==> src/rtl/axi_sched_pkg.sv <==
// axi_sched_pkg
//   Shared types and helpers for the AXI burst scheduler.
//   - sched_state_t : scheduler FSM state encoding
//   - RESP_OKAY     : AXI BRESP value for a clean write
//   - burst_bytes() : bytes moved by one burst (beats * beat width / 8)
package axi_sched_pkg;

    typedef enum logic [2:0] {
        StIdle,
        StArb,
        StIssueRd,
        StIssueWr,
        StDrain,
        StDone
    } sched_state_t;

    localparam logic [1:0] RESP_OKAY = 2'b00;

    function automatic int unsigned burst_bytes(input int unsigned burst_len,
                                                input int unsigned axi_width);
        return (burst_len * axi_width) / 8;
    endfunction

endpackage

==> src/rtl/axi_sched_rr_arb.sv <==
// axi_sched_rr_arb
//   Two-way arbiter between the read and write requesters of the burst scheduler.
//   Default build: round-robin, the side not granted last wins a contested grant.
//   With AXI_SCHED_RD_PRIORITY_EN defined: fixed priority, reads always win.
// Ports:
//   clk, rst_n      clock, synchronous active-low reset
//   clr             return the round-robin pointer to its reset value (layer start)
//   take            a grant raised this cycle is being consumed
//   req_rd, req_wr  requests (eligibility) from each side
//   gnt_rd, gnt_wr  one-hot (or zero) grant, combinational from the requests
module axi_sched_rr_arb (
    input  logic clk,
    input  logic rst_n,
    input  logic clr,
    input  logic take,
    input  logic req_rd,
    input  logic req_wr,
    output logic gnt_rd,
    output logic gnt_wr
);

`ifdef AXI_SCHED_RD_PRIORITY_EN

    always_comb begin
        gnt_rd = req_rd;
        gnt_wr = req_wr & ~req_rd;
    end

`else

    // 1: write was granted last, so read wins the next contest.
    logic last_wr_q;

    always_comb begin
        gnt_rd = req_rd & (~req_wr | last_wr_q);
        gnt_wr = req_wr & (~req_rd | ~last_wr_q);
    end

    always_ff @(posedge clk) begin
        if (!rst_n || clr) begin
            last_wr_q <= 1'b1;
        end else if (take && (gnt_rd || gnt_wr)) begin
            last_wr_q <= gnt_wr;
        end
    end

`endif

endmodule

==> src/rtl/axi_burst_scheduler.sv <==
// axi_burst_scheduler
//   Sequences one convolution layer's AXI traffic: IFM read bursts into the input FIFO,
//   OFM write bursts out of the output FIFO, sharing one command path via a 2-way arbiter.
//   Also generates the CNN start pulse and the layer-done pulse. All outputs are registered.
//   Optional macro: AXI_SCHED_RD_PRIORITY_EN (reads win contested grants instead of RR).
// Ports:
//   ACLK, ARESETN                       clock, synchronous active-low reset
//   cfg_start, cfg_*_base, cfg_*_bursts layer configuration, sampled on cfg_start in idle
//   ifm_level, ofm_level                FIFO occupancies in beats
//   rd_cmd_*, wr_cmd_*                  command valid/ready handshake with address and length
//   rd_done, wr_done, wr_resp           burst completion pulses (BRESP qualified by wr_done)
//   busy, start_cnn, layer_done         layer status and one-cycle pulses
//   resp_err                            sticky flag for any non-OKAY write response
module axi_burst_scheduler #(
    parameter int unsigned ADDR_WIDTH = 32,
    parameter int unsigned AXI_WIDTH  = 256,
    parameter int unsigned LEN_WIDTH  = 8,
    parameter int unsigned BURST_LEN  = 256,
    parameter int unsigned FIFO_DEPTH = 1536,
    parameter int unsigned LVL_WIDTH  = 11,
    parameter int unsigned NB_WIDTH   = 16
) (
    input  logic                  ACLK,
    input  logic                  ARESETN,
    input  logic                  cfg_start,
    input  logic [ADDR_WIDTH-1:0] cfg_ifm_base,
    input  logic [ADDR_WIDTH-1:0] cfg_ofm_base,
    input  logic [NB_WIDTH-1:0]   cfg_ifm_bursts,
    input  logic [NB_WIDTH-1:0]   cfg_ofm_bursts,
    input  logic [LVL_WIDTH-1:0]  ifm_level,
    input  logic [LVL_WIDTH-1:0]  ofm_level,
    output logic                  rd_cmd_valid,
    input  logic                  rd_cmd_ready,
    output logic [ADDR_WIDTH-1:0] rd_cmd_addr,
    output logic [LEN_WIDTH-1:0]  rd_cmd_len,
    input  logic                  rd_done,
    output logic                  wr_cmd_valid,
    input  logic                  wr_cmd_ready,
    output logic [ADDR_WIDTH-1:0] wr_cmd_addr,
    output logic [LEN_WIDTH-1:0]  wr_cmd_len,
    input  logic                  wr_done,
    input  logic [1:0]            wr_resp,
    output logic                  busy,
    output logic                  start_cnn,
    output logic                  layer_done,
    output logic                  resp_err
);

    import axi_sched_pkg::*;

    localparam int unsigned         BurstBytes = burst_bytes(BURST_LEN, AXI_WIDTH);
    localparam logic [ADDR_WIDTH-1:0] AddrStep = ADDR_WIDTH'(BurstBytes);
    localparam logic [LVL_WIDTH-1:0]  RdLvlMax = LVL_WIDTH'(FIFO_DEPTH - BURST_LEN);
    localparam logic [LVL_WIDTH-1:0]  WrLvlMin = LVL_WIDTH'(BURST_LEN);
    localparam logic [LEN_WIDTH-1:0]  CmdLen   = LEN_WIDTH'(BURST_LEN - 1);
    localparam logic [NB_WIDTH-1:0]   NbOne    = NB_WIDTH'(1);
    localparam logic [NB_WIDTH-1:0]   NbTwo    = NB_WIDTH'(2);

    sched_state_t state_q, state_d;

    logic [NB_WIDTH-1:0]   ifm_bursts_q, ofm_bursts_q;
    logic [NB_WIDTH-1:0]   rd_issued_q, rd_compl_q, wr_issued_q, wr_compl_q;
    logic [NB_WIDTH-1:0]   rd_compl_d, cnn_target;
    logic [LVL_WIDTH-1:0]  ifm_level_q, ofm_level_q;
    // The address registers double as the running burst pointers.
    logic [ADDR_WIDTH-1:0] rd_addr_q, wr_addr_q;
    logic                  rd_valid_q, wr_valid_q, busy_q, start_cnn_q, layer_done_q;
    logic                  rd_valid_d, wr_valid_d, busy_d, layer_done_d;
    logic                  resp_err_q, cnn_started_q;

    logic layer_start, rd_hs, wr_hs, rd_compl_inc, wr_compl_inc;
    logic rd_elig, wr_elig, gnt_rd, gnt_wr, all_issued, all_compl, start_fire;

    assign layer_start = (state_q == StIdle) && cfg_start;
    assign rd_hs       = (state_q == StIssueRd) && rd_cmd_ready;
    assign wr_hs       = (state_q == StIssueWr) && wr_cmd_ready;

    // A done counts only against a burst that is outstanding or being issued right now.
    assign rd_compl_inc = rd_done && ((rd_issued_q != rd_compl_q) || rd_hs);
    assign wr_compl_inc = wr_done && ((wr_issued_q != wr_compl_q) || wr_hs);

    assign rd_elig = (rd_issued_q < ifm_bursts_q) && (rd_issued_q == rd_compl_q) &&
                     (ifm_level_q <= RdLvlMax);
    assign wr_elig = (wr_issued_q < ofm_bursts_q) && (wr_issued_q == wr_compl_q) &&
                     (ofm_level_q >= WrLvlMin);

    assign all_issued = (rd_issued_q == ifm_bursts_q) && (wr_issued_q == ofm_bursts_q);
    assign all_compl  = (rd_compl_q == ifm_bursts_q) && (wr_compl_q == ofm_bursts_q);

    axi_sched_rr_arb u_arb (
        .clk    (ACLK),
        .rst_n  (ARESETN),
        .clr    (layer_start),
        .take   (state_q == StArb),
        .req_rd (rd_elig),
        .req_wr (wr_elig),
        .gnt_rd (gnt_rd),
        .gnt_wr (gnt_wr)
    );

    // State register
    always_ff @(posedge ACLK) begin
        if (!ARESETN) begin
            state_q <= StIdle;
        end else begin
            state_q <= state_d;
        end
    end

    // Next-state logic
    always_comb begin
        state_d = state_q;
        unique case (state_q)
            StIdle:    if (cfg_start) state_d = StArb;
            StArb: begin
                if (gnt_rd) begin
                    state_d = StIssueRd;
                end else if (gnt_wr) begin
                    state_d = StIssueWr;
                end else if (all_issued) begin
                    state_d = StDrain;
                end
            end
            StIssueRd: if (rd_cmd_ready) state_d = StArb;
            StIssueWr: if (wr_cmd_ready) state_d = StArb;
            StDrain:   if (all_compl) state_d = StDone;
            StDone:    state_d = StIdle;
            default:   state_d = StIdle;
        endcase
    end

    // Output logic: next values of the registered outputs
    always_comb begin
        rd_valid_d   = (state_d == StIssueRd);
        wr_valid_d   = (state_d == StIssueWr);
        busy_d       = (state_d != StIdle);
        layer_done_d = (state_d == StDone);
        rd_compl_d   = rd_compl_q + (rd_compl_inc ? NbOne : '0);
        cnn_target   = (ifm_bursts_q >= NbTwo) ? NbTwo : ifm_bursts_q;
        start_fire   = (state_q != StIdle) && !cnn_started_q && (ifm_bursts_q != '0) &&
                       (rd_compl_d == cnn_target);
    end

    // Datapath and output registers
    always_ff @(posedge ACLK) begin
        if (!ARESETN) begin
            ifm_bursts_q  <= '0;
            ofm_bursts_q  <= '0;
            rd_issued_q   <= '0;
            rd_compl_q    <= '0;
            wr_issued_q   <= '0;
            wr_compl_q    <= '0;
            ifm_level_q   <= '0;
            ofm_level_q   <= '0;
            rd_addr_q     <= '0;
            wr_addr_q     <= '0;
            rd_valid_q    <= 1'b0;
            wr_valid_q    <= 1'b0;
            busy_q        <= 1'b0;
            start_cnn_q   <= 1'b0;
            layer_done_q  <= 1'b0;
            resp_err_q    <= 1'b0;
            cnn_started_q <= 1'b0;
        end else begin
            ifm_level_q  <= ifm_level;
            ofm_level_q  <= ofm_level;
            rd_valid_q   <= rd_valid_d;
            wr_valid_q   <= wr_valid_d;
            busy_q       <= busy_d;
            layer_done_q <= layer_done_d;
            start_cnn_q  <= start_fire;
            if (layer_start) begin
                ifm_bursts_q  <= cfg_ifm_bursts;
                ofm_bursts_q  <= cfg_ofm_bursts;
                rd_issued_q   <= '0;
                rd_compl_q    <= '0;
                wr_issued_q   <= '0;
                wr_compl_q    <= '0;
                rd_addr_q     <= cfg_ifm_base;
                wr_addr_q     <= cfg_ofm_base;
                resp_err_q    <= 1'b0;
                cnn_started_q <= 1'b0;
            end else begin
                if (rd_hs) begin
                    rd_issued_q <= rd_issued_q + NbOne;
                    rd_addr_q   <= rd_addr_q + AddrStep;
                end
                if (wr_hs) begin
                    wr_issued_q <= wr_issued_q + NbOne;
                    wr_addr_q   <= wr_addr_q + AddrStep;
                end
                rd_compl_q <= rd_compl_d;
                if (wr_compl_inc) begin
                    wr_compl_q <= wr_compl_q + NbOne;
                    if (wr_resp != RESP_OKAY) resp_err_q <= 1'b1;
                end
                if (start_fire) cnn_started_q <= 1'b1;
            end
        end
    end

    assign rd_cmd_valid = rd_valid_q;
    assign wr_cmd_valid = wr_valid_q;
    assign rd_cmd_addr  = rd_addr_q;
    assign wr_cmd_addr  = wr_addr_q;
    assign rd_cmd_len   = CmdLen;
    assign wr_cmd_len   = CmdLen;
    assign busy         = busy_q;
    assign start_cnn    = start_cnn_q;
    assign layer_done   = layer_done_q;
    assign resp_err     = resp_err_q;

endmodule

==> config.mk <==
export PLATFORM = sky130hd
export DESIGN_NAME = axi_burst_scheduler
export DESIGN_NICKNAME = d
export VERILOG_FILES = /design/src/rtl/axi_sched_pkg.sv /design/src/rtl/axi_sched_rr_arb.sv /design/src/rtl/axi_burst_scheduler.sv
export SDC_FILE = /design/constraint.sdc
export NUM_CORES = 1
export LEC_CHECK = 0
export BUFFER_PORTS_ARGS = -buffer_cell sky130_fd_sc_hd__buf_2
export CAP_MARGIN = 10
export CORE_ASPECT_RATIO = 0.9
export CORE_MARGIN = 8
export CORE_UTILIZATION = 35
export DETAILED_ROUTE_END_ITERATION = 10
export GPL_TIMING_DRIVEN = 0
export PLACE_DENSITY = 0.65
export RECOVER_POWER = 25
export SKIP_CTS_REPAIR_TIMING = 1
export SYNTH_ARGS = -nofsm -noshare
export SYNTH_HDL_FRONTEND = slang
export SYNTH_SLANG_ARGS = --single-unit
export TNS_END_PERCENT = 30
==> constraint.sdc <==
create_clock -name ACLK -period 3.25 [get_ports ACLK]
set_input_delay 0.4875 -clock ACLK [delete_from_list [all_inputs] [get_ports ACLK]]
set_output_delay 0.4875 -clock ACLK [all_outputs]
set_load 0.005 [all_outputs]
==> impl_metrics.json <==
{
  "period_share_pct": 97.5,
  "first_iter_violations": 529,
  "worst_pin_slew_ns": 0.674,
  "finalSetupViolCount": 0,
  "post_synth.cell_area_avg_sq_um": 8.23,
  "regArea_sq_um": 3710,
  "cp-start-kind": "register",
  "status": "finished clean",
  "hold_viol": 0,
  "drive_gt1_share_pct": 17.1,
  "critPathMaxStageDelay_ns": 0.31,
  "cp.required_ns": 3.62,
  "nets": 1522,
  "die_w_um": 189,
  "async_flop_share_pct": 0,
  "critPathLaunch": "state_q[2]",
  "cts.htree.levels": 4,
  "maxCapViolCount": 0,
  "cts.path.max_buffers": 2,
  "vias_per_cell": 4.90,
  "powerDensity_nw_per_um2": 493,
  "place_ws_ns": -0.716,
  "routed_wirelength_um": 28800,
  "crit_chain": "buf_2 -> nor4bb_1 -> buf_4 -> o21a_1 -> ha_1 -> ha_2 -> nand4_1 -> nor3_4 -> nand2_1 -> xnor2_1 -> o21ai_0 -> nand4_1 -> a21oi_1",
  "rr_endpoint": "cnn_started_q",
  "hold_path_depth": 2,
  "min-delay-start": "ifm_level[0]",
  "crit_type": "reg2reg",
  "grt_pass1_wl_um": 45100,
  "reg2regPathDepth": 13,
  "place.gp.congestion": 0.897,
  "grt_usage_pct": 17.6,
  "max-vdd-ir-drop_uv": 288,
  "final_cell_mix": "dfxtp_1, nand2_1, buf_2",
  "start_util_pct": 35.2,
  "worst_hold_path.endpoint": "ifm_level_q[0]",
  "synth_seq_cells": 185,
  "drv_slew": 0,
  "max-slew-margin-rel_pct": 55.1,
  "clock_latency_ns": 0.44,
  "drtPass1Iterations": 5,
  "synth_top_cell_area_share_pct": 39.5,
  "io_buffers": 188,
  "area.growth.synth_to_final_pct": 21.9,
  "antenna_cells": 0,
  "ys_types": 58,
  "r2r_setup_slack_ns": 0.08,
  "synth_seq_area_share_pct": 39.5,
  "antenna_found_initial": 3,
  "clock-sinks": 185,
  "cp_slowest_cell": "dfxtp_1",
  "critPathMaxFanout": 10,
  "top_level_ports": 213,
  "final_util_pct": 42.9,
  "hp-class": "in2reg",
  "fin_crit_ns": 3.17,
  "r2r-start": "state_q[2]",
  "cts_buffers": 17,
  "multi_input_area_sq_um": 5180,
  "postRouteAntennaNets": 0,
  "cpMostUsedCell": "nand4_1",
  "arrival_ns": 3.53,
  "fin_ws_ns": 0.0816,
  "endpoint_kind": "register",
  "hold_slack_ns": 0.257,
  "clk_pin_slew_ns": 0.08,
  "fin_area_sq_um": 11400,
  "cts_root_buf": "clkbuf_16",
  "cts_tree": "done",
  "grt_max_degree": 22,
  "grt_overflow": 0,
  "fill_cells": 2755,
  "synth-edff-count": 0,
  "via_count": 8446,
  "fp.dieH_um": 171,
  "postSynthCellCount": 1140,
  "post_dp_cell_area_sq_um": 10800,
  "synthTopCellsByArea": "dfxtp_1, xor2_1, nand2_1",
  "core_sq_um": 26700,
  "drc": 0,
  "finClkSkew_ns": 0.0145,
  "synth_ff_type": "dfxtp_1",
  "routedWlPerCell_um": 16.7,
  "p_total_w": 0.00564,
  "dp_hpwl_um": 22700,
  "std_cell_rows": 57,
  "synth_area_sq_um": 9390,
  "synth_top_area_cell": "dfxtp_1",
  "die-area_sq_um": 32300,
  "final_common_cell": "dfxtp_1",
  "fmaxAchievable_ghz": 0.316,
  "leakage_nw": 4.71,
  "yosys_warnings": 0,
  "grt_pass1_vias": 8303
}
==> cell usage after synthesis, types with 2 or more instances <==
cell	number
o41ai_2	2
nand3_1	29
a21o_1	2
o211ai_1	3
dfxtp_1	185
nor3b_1	3
a211oi_1	36
buf_4	16
o21a_1	4
nand2_1	161
nor2_1	124
and4_1	2
a41oi_1	2
xor2_1	86
inv_1	46
o2111ai_1	2
buf_2	11
clkbuf_1	47
a211o_1	2
ha_1	39
and2_1	14
nand4_1	46
buf_6	2
buf_1	10
nor3_1	20
nand3b_1	2
nor4_1	17
a311oi_1	2
or3_1	8
or4_1	2
a31oi_1	2
a21oi_1	83
o21ai_0	13
nor2b_1	2
and3_1	18
xnor2_1	69
mux2i_1	7
==> flip-flops by register name (all words and copies together) (netlist names), 3 cells and up <==
name and flops:
wr_issued_q 16, ofm_bursts_q 16, wr_compl_q 16, ifm_level_q 11, rd_issued_q 16, ifm_bursts_q 16, rd_cmd_addr 32, ofm_level_q 3
state_q 3, wr_cmd_addr 32, rd_compl_q 16
==> per-layer routing <==
metal | part of all wire, % | vias to the layer above | track usage (%)
met3 | 8.0 | 36 | 5.13
met5 | 0.12 | - | 0
met2 | 44 | 258 | 27.7
li1 | - | 4247 | -
met4 | 1.4 | 6 | 4.48
met1 | 46 | 3899 | 23.3
==> where the power goes <==
part | internal [W] | total, W | switching, W | leakage [nW]
Clock | 0.00114 | 0.00222 | 0.00109 | 0.307
Combinational | 0.000351 | 0.000870 | 0.000518 | 2.89
Sequential | 0.00241 | 0.00255 | 0.000140 | 1.52
==> how the worst max path moves through the flow <==
stage               endpoint  slack (ns)
2_1_floorplan  cnn_started_q        0.08
3_3_place_gp   cnn_started_q       -0.78
3_5_place_dp   cnn_started_q       -0.72
4_1_cts        cnn_started_q       -0.69
5_1_grt        cnn_started_q       -0.04
6_report       cnn_started_q        0.08
==> area by class of cell <==
type                       count  share of cell area [%]
clock inverter                15                    1.84
clock buffer                  17                    3.72
timing repair buffer         193                    8.07
multi-input combinational    837                    45.2
tap                          354                    3.87
sequential                   185                    32.4
inverter                      46                    1.51
buffer                        76                    3.30
==> through the flow <==
stage / setup TNS, ns / instances
detailed placement: -1.60 / 1697
global route: -0.0435 / 1723
CTS: -1.49 / 1729
floorplan: 0 / 1155
finish: 0 / 1723
global placement: -1.80 / 1697
==> worst max-delay path, delay by kind of cell, from the launching register on <==
family	cells	cell delay (ns)
buf+inv	2	0.38
simple gates	5	1.16
compound gates	3	0.60
xor+xnor	1	0.15
flops	1	0.31
fa+ha+maj	2	0.49
==> cells by family (layout without fill, tap and decap cells) <==
group | Yosys count | in the layout | share of synthesized area (%)
other cells | 1 | 16 | 0.0400
buf+inv | 133 | 347 | 6.28
xor+xnor | 155 | 155 | 14.5
fa+ha+maj | 39 | 39 | 5.20
compound gates | 165 | 165 | 11.3
simple gates | 455 | 455 | 22.5
flops | 185 | 185 | 39.5
mux | 7 | 7 | 0.746
Power figures use the tool's default switching activity.
